`config.mk`:
```
export PLATFORM = sky130hd
export DESIGN_NAME = fpu_div_exp_ctl
export DESIGN_NICKNAME = d
export VERILOG_FILES = /design/src/rtl/fpu_div_exp_ctl.sv
export SDC_FILE = /design/constraint.sdc
export NUM_CORES = 1
export LEC_CHECK = 0
export CORE_MARGIN = 3
export CORE_UTILIZATION = 25
export DETAILED_ROUTE_END_ITERATION = 8
export PLACE_DENSITY = 0.5
export SYNTH_ARGS = -nofsm -noshare
export SYNTH_HDL_FRONTEND = slang
export SYNTH_SLANG_ARGS = --single-unit
```
`constraint.sdc`:
```
create_clock -name rclk -period 2 [get_ports rclk]
set_input_delay 0.3 -clock rclk [delete_from_list [all_inputs] [get_ports rclk]]
set_output_delay 0.3 -clock rclk [all_outputs]
set_load 0.02 [all_outputs]
```
`src/rtl/fpu_div_exp_ctl.sv`:
```
// Sequencing controller for the FPU divide exponent datapath: steps one divide
// through D1-D7 with a mantissa iteration hold, then hands the result back.
module fpu_div_exp_ctl #(
    parameter int ITER_DBL = 54,
    parameter int ITER_SNG = 25,
    parameter int CNT_W    = 6
) (
    input  logic       rclk,
    input  logic       arst_l,
    input  logic       req_vld,
    input  logic       req_dbl,
    input  logic [1:0] req_spc,
    output logic       req_rdy,
    input  logic       kill,
    output logic       res_vld,
    input  logic       res_rdy,
    output logic       busy,
    output logic       d1stg_step,
    output logic       div_expadd1_in1_dbl,
    output logic       div_expadd1_in1_sng,
    output logic       div_expadd1_in2_exp_in2_dbl,
    output logic       div_expadd1_in2_exp_in2_sng,
    output logic       d234stg_fdiv,
    output logic       d3stg_fdiv,
    output logic       d4stg_fdiv,
    output logic       div_exp1_expadd1,
    output logic       div_exp1_0835,
    output logic       div_exp1_0118,
    output logic       div_exp1_zero,
    output logic       div_exp1_load,
    output logic       d5stg_fdiva,
    output logic       d5stg_fdivd,
    output logic       d5stg_fdivs,
    output logic       d6stg_fdiv,
    output logic       d7stg_fdiv,
    output logic       div_expadd2_in1_exp_out,
    output logic       div_exp_out_expadd2,
    output logic       div_exp_out_exp_out,
    output logic       div_exp_out_load,
    output logic       fdiv_clken_l
);

    typedef enum logic [3:0] {
        IDLE, D1, D2, D3, D4, ITER, D5, D6, D7, DONE
    } state_t;

    localparam logic [CNT_W-1:0] LOAD_DBL = CNT_W'(ITER_DBL - 1);
    localparam logic [CNT_W-1:0] LOAD_SNG = CNT_W'(ITER_SNG - 1);

    state_t           state;
    logic [CNT_W-1:0] cnt;
    logic             dbl_q;
    logic [1:0]       spc_q;
    logic             accept;
    logic             nrm;
    logic             in_d1, in_d2, in_d3, in_d4, in_d5, in_d6, in_d7;

    assign accept = req_vld & req_rdy;

    // kill overrides every non-IDLE transition; counter is loaded in D4 so ITER lasts exactly ITER_x cycles
    always_ff @(posedge rclk or negedge arst_l) begin
        if (!arst_l) begin
            state <= IDLE;
            cnt   <= '0;
            dbl_q <= 1'b0;
            spc_q <= 2'd0;
        end else if (kill && state != IDLE) begin
            state <= IDLE;
        end else begin
            case (state)
                IDLE: if (accept) begin
                    state <= D1;
                    dbl_q <= req_dbl;
                    spc_q <= req_spc;
                end
                D1:   state <= D2;
                D2:   state <= D3;
                D3:   state <= D4;
                D4: begin
                    cnt   <= dbl_q ? LOAD_DBL : LOAD_SNG;
                    state <= ITER;
                end
                ITER: if (cnt == '0) state <= D5;
                      else           cnt   <= cnt - CNT_W'(1);
                D5:   state <= D6;
                D6:   state <= D7;
                D7:   state <= DONE;
                DONE: if (res_rdy) state <= IDLE;
                default: state <= IDLE;
            endcase
        end
    end

    assign nrm   = (spc_q == 2'd0);
    assign in_d1 = (state == D1);
    assign in_d2 = (state == D2);
    assign in_d3 = (state == D3);
    assign in_d4 = (state == D4);
    assign in_d5 = (state == D5);
    assign in_d6 = (state == D6);
    assign in_d7 = (state == D7);

    assign req_rdy      = (state == IDLE) & ~kill;
    assign d1stg_step   = accept;
    assign busy         = (state != IDLE);
    assign res_vld      = (state == DONE) & ~kill;
    assign fdiv_clken_l = ~(busy | req_vld);

    // A special exponent forces div_exp1 once in D1; D2-D4 keep sequencing but must not overwrite it
    assign div_expadd1_in1_dbl         = in_d1 & nrm & dbl_q;
    assign div_expadd1_in1_sng         = in_d1 & nrm & ~dbl_q;
    assign div_expadd1_in2_exp_in2_dbl = in_d2 & dbl_q;
    assign div_expadd1_in2_exp_in2_sng = in_d2 & ~dbl_q;
    assign d234stg_fdiv                = in_d2 | in_d3 | in_d4;
    assign d3stg_fdiv                  = in_d3;
    assign d4stg_fdiv                  = in_d4;
    assign div_exp1_expadd1            = (in_d1 & nrm) | in_d2 | in_d3 | in_d4;
    assign div_exp1_0835               = in_d1 & (spc_q == 2'd1);
    assign div_exp1_0118               = in_d1 & (spc_q == 2'd2);
    assign div_exp1_zero               = in_d1 & (spc_q == 2'd3);
    assign div_exp1_load               = ~kill & (in_d1 | (nrm & (in_d2 | in_d3 | in_d4)));

    assign d5stg_fdiva             = in_d5;
    assign d5stg_fdivd             = in_d5 & dbl_q;
    assign d5stg_fdivs             = in_d5 & ~dbl_q;
    assign d6stg_fdiv              = in_d6;
    assign d7stg_fdiv              = in_d7;
    assign div_expadd2_in1_exp_out = in_d6 | in_d7;
    assign div_exp_out_expadd2     = in_d5 | in_d6 | in_d7;
    assign div_exp_out_exp_out     = in_d7;
    assign div_exp_out_load        = ~kill & (in_d5 | in_d6 | in_d7);

    stage_onehot: assert property (@(posedge rclk) disable iff (!arst_l)
        $onehot0({d3stg_fdiv, d4stg_fdiv, d5stg_fdiva, d6stg_fdiv, d7stg_fdiv}));
    exp1_sel_onehot: assert property (@(posedge rclk) disable iff (!arst_l)
        $onehot0({div_exp1_expadd1, div_exp1_0835, div_exp1_0118, div_exp1_zero}));
    d5_prec_onehot: assert property (@(posedge rclk) disable iff (!arst_l)
        $onehot0({d5stg_fdivd, d5stg_fdivs}));

endmodule

```
==> results by group <==
Outcome
  – Status: complete, no violations

Layout
  – Layout area overhead: 61.7%
  – Final Cell Area: 0.00156 mm^2
  – Nets: 183
  – Layout cells sized above 1: 41.3%
  – Storage cell area: 327 um^2
  – FILL cells: 377
  – Antenna Cells: 0
  – Area occupied by multi-input gates: 616 um^2

Timing
  – Final period util: 99.2%
  – Final Hold Fails: 0
  – Least-Margin Pin Slew: 0.623 ns
  – F_max: 504 MHz
  – Setup WS post-layout: 0.0164 ns
  – Tmin final: 1.98 ns
  – Max transition margin: 58.4%
  – RSZ-0062 raised after global routing: yes
  – Final Skew: 0.00286 ns
  – Max Slew Vio Count: 0
  – # setup viols final: 0

Floorplanning
  – Die area: 0.00465 mm^2
  – Initial core utilization: 27.5%
  – Chip Width: 68.2 um
  – Std-Cell Rows: 21
  – Core area: 0.00352 mm^2
  – Die Ht: 68.2 um
  – I/O pins: 34

Placement
  – Detail Placement HPWL: 2.25 mm
  – Dpl ws: -0.165 ns
  – Port Buffers: 33
  – Placed Area: 0.00153 mm^2
  – Routability Congestion: 0.874

Synth
  – FF+latch count, synth: 13
  – Post-Syn Area per Cell: 8.41 um^2
  – EDFF count, synth: 0
  – Ys async rst share: 100%
  – Gate count of the mapped netlist: 115
  – Sequential element share of the synthesized area: 33.6%
  – Top FF cell, synth: dfrtp_1
  – Distinct cells, synth: 42
  – Cell area after synthesis: 967 um^2
  – Synthesized Nets: 125
  – Number of synthesis warnings: 0

Hold path
  – Hold/Removal Path Class: in2async

Global routing
  – Largest net degree at the start of global routing: 14
  – Initial antenna violation count: 0
  – First-pass GRT wire length: 4.71 mm
  – Vias in the first global route: 1013
  – Total GRT Usage: 13.6%
  – Total gr overflow: 0

Worst setup path
  – Req. time, crit path: 1.70 ns
  – Worst path slowest cell: dfrtp_2
  – CP Capture Type: output port
  – CP dominant cell by count: buf_6
  – CP startpoint: state[1]
  – CP max stage delay: 0.44 ns
  – Kind of critical path: reg2out
  – Worst r2r dst: cnt[0]
  – Crit-path cells: buf_6 > or3b_4 > a21oi_4 > a21oi_2 > nor2_2 > buf_6
  – Critical path fanouts, max: 5
  – R2R depth: 4
  – Crit path DAT: 1.68 ns
  – Crit start category: flip-flop
  – Reg2Reg Setup Slack: 0.15 ns
  – Reg-to-reg startpoint: state[1]

Clock tree
  – TritonCTS clock tree: yes
  – Hold Buf Count CTS: 0
  – Total CTS buffers: 3
  – Worst-path clk slew: 0.06 ns
  – H-tree level count: 1
  – CTS sink count: 13
  – Clock Latency Late Sink: 0.24 ns
  – Clock root cell: clkbuf_8
  – CTS max path bufs: 2

Routing
  – WL/cell: 13.2 um
  – WL final: 2.88 mm
  – Via Count: 1022
  – DRT iter0 DRCs: 42
  – 1st-pass router iterations: 4
  – Final ANT Viol Nets: 0
  – DRC errors left: 0
  – Via-per-instance ratio: 4.69

Run
  – MaxCap Viol Count: 0

Power
  – Lkg Pwr: 0.784 nW
  – P per Cell Area: 808 mW/mm^2
  – VDD IR max: 0.000476 V
-- area by class of cell --
class	instances	share of cell area [%]
multi-input combinational	86	39.4
tap	46	3.68
inverter	7	1.68
sequential	13	20.9
clock buffer	3	2.64
clock inverter	1	0.320
timing repair buffer	62	31.4
-- layout by cell type, fill, tap and decap left out, types with 2 or more instances in the layout --
| cell | instances |
|---|---|
| a21oi_1 | 6 |
| a31oi_1 | 2 |
| and3_1 | 5 |
| buf_2 | 3 |
| buf_4 | 34 |
| buf_6 | 4 |
| clkbuf_2 | 6 |
| clkbuf_8 | 3 |
| clkdlybuf4s15_1 | 5 |
| clkdlybuf4s50_1 | 7 |
| dfrtp_1 | 12 |
| dlygate4sd2_1 | 3 |
| ha_1 | 2 |
| inv_1 | 6 |
| mux2_4 | 3 |
| nand2_1 | 5 |
| nand2b_1 | 3 |
| nand3_1 | 2 |
| nor2_1 | 12 |
| nor2_2 | 4 |
| nor3_1 | 6 |
| nor4b_1 | 2 |
| o21ai_0 | 5 |
-- power by group --
part / leakage, nW / internal, W / switching (W)
registers: 0.167 / 0.000340 / 0.0000871
clock network: 0.0255 / 0.000138 / 0.0000983
logic: 0.591 / 0.000296 / 0.000304
-- worst max-delay path, delay by kind of cell, from the launching register on --
kind / cells / cell delay [ns]
buffers and inverters: 2 / 0.24
and+or+nand+nor: 2 / 0.50
AOI/OAI and AO/OA: 2 / 0.26
DFF: 1 / 0.44
-- metal layers --
| layer | vias to the layer above | GRT usage (%) | wire length, um |
|---|---|---|---|
| met1 | 478 | 18.2 | 1380 |
| met4 | 0 | 3.97 | 34 |
| met2 | 23 | 20.9 | 1350 |
| li1 | 517 | - | - |
| met3 | 4 | 3.94 | 118 |
| met5 | - | 0 | 0 |
-- Yosys cell counts (all sizes together), types with 2 or more instances --
master | instances | share of area (%)
nand2b | 4 | 2.6
nand3 | 2 | 1.0
nor3 | 6 | 3.1
o21ai | 5 | 2.6
nor2 | 17 | 7.4
mux2 | 3 | 4.7
ha | 2 | 2.6
dfrtp | 13 | 34
clkbuf | 4 | 1.6
inv | 7 | 2.7
nand2 | 6 | 2.6
and3 | 5 | 3.2
nor4b | 4 | 3.6
a21oi | 8 | 4.1
a31oi | 2 | 1.3
buf | 5 | 4.1
-- cells by family after synthesis --
group,after synthesis,share of synthesized area (%)
AND/OR/NAND/NOR,55,33.2
XOR/XNOR,2,1.81
adder cells (fa/ha/maj),2,2.59
flip-flops,13,33.6
multiplexers,3,4.66
AO/OA/AOI/OAI,24,15.7
buffers and inverters,16,8.41
-- what timing repair did --
action / 4_1_cts / 5_1_grt
setup buffers: 2 / 0
gates resized for setup: 64 / 37
setup endpoints to repair: 25 / 19
gates cloned: 0 / 0
pin swaps: 1 / 6
-- flip-flops by register name, summed over array words and instances, names as in the netlist --
| name | cells |
|---|---|
| cnt | 6 |
| dbl_q | 1 |
| spc_q | 2 |
| state | 4 |
-- worst max-delay path by stage --
| stage | to | slack (ns) | depth (start not counted) |
|---|---|---|---|
| floorplan | cnt[5] | 0.02 | 5 |
| global placement | d1stg_step | -0.14 | 5 |
| detailed placement | fdiv_clken_l | -0.16 | 3 |
| CTS | div_expadd1_in1_dbl | 0.0002 | 5 |
| global route | div_exp1_load | -0.04 | 6 |
| finish | div_exp1_load | 0.02 | 6 |
-- per-stage QoR --
stage	hold slack [ns]	utilization (%)	TNS [ns]	total power, W	instances
final	0.444	44.4	0	0.00126	218
after global routing	0.494	44.4	-0.0956	0.00137	218
after CTS	0.464	44.3	0	0.00126	218
after detailed placement	0.502	43.5	-1.29	0.00103	212
after global placement	0.497	43.5	-1.16	0.00103	212
after floorplan	0.00441	-	0	0.000772	115
Note: power is estimated with default switching activity, not from simulation.
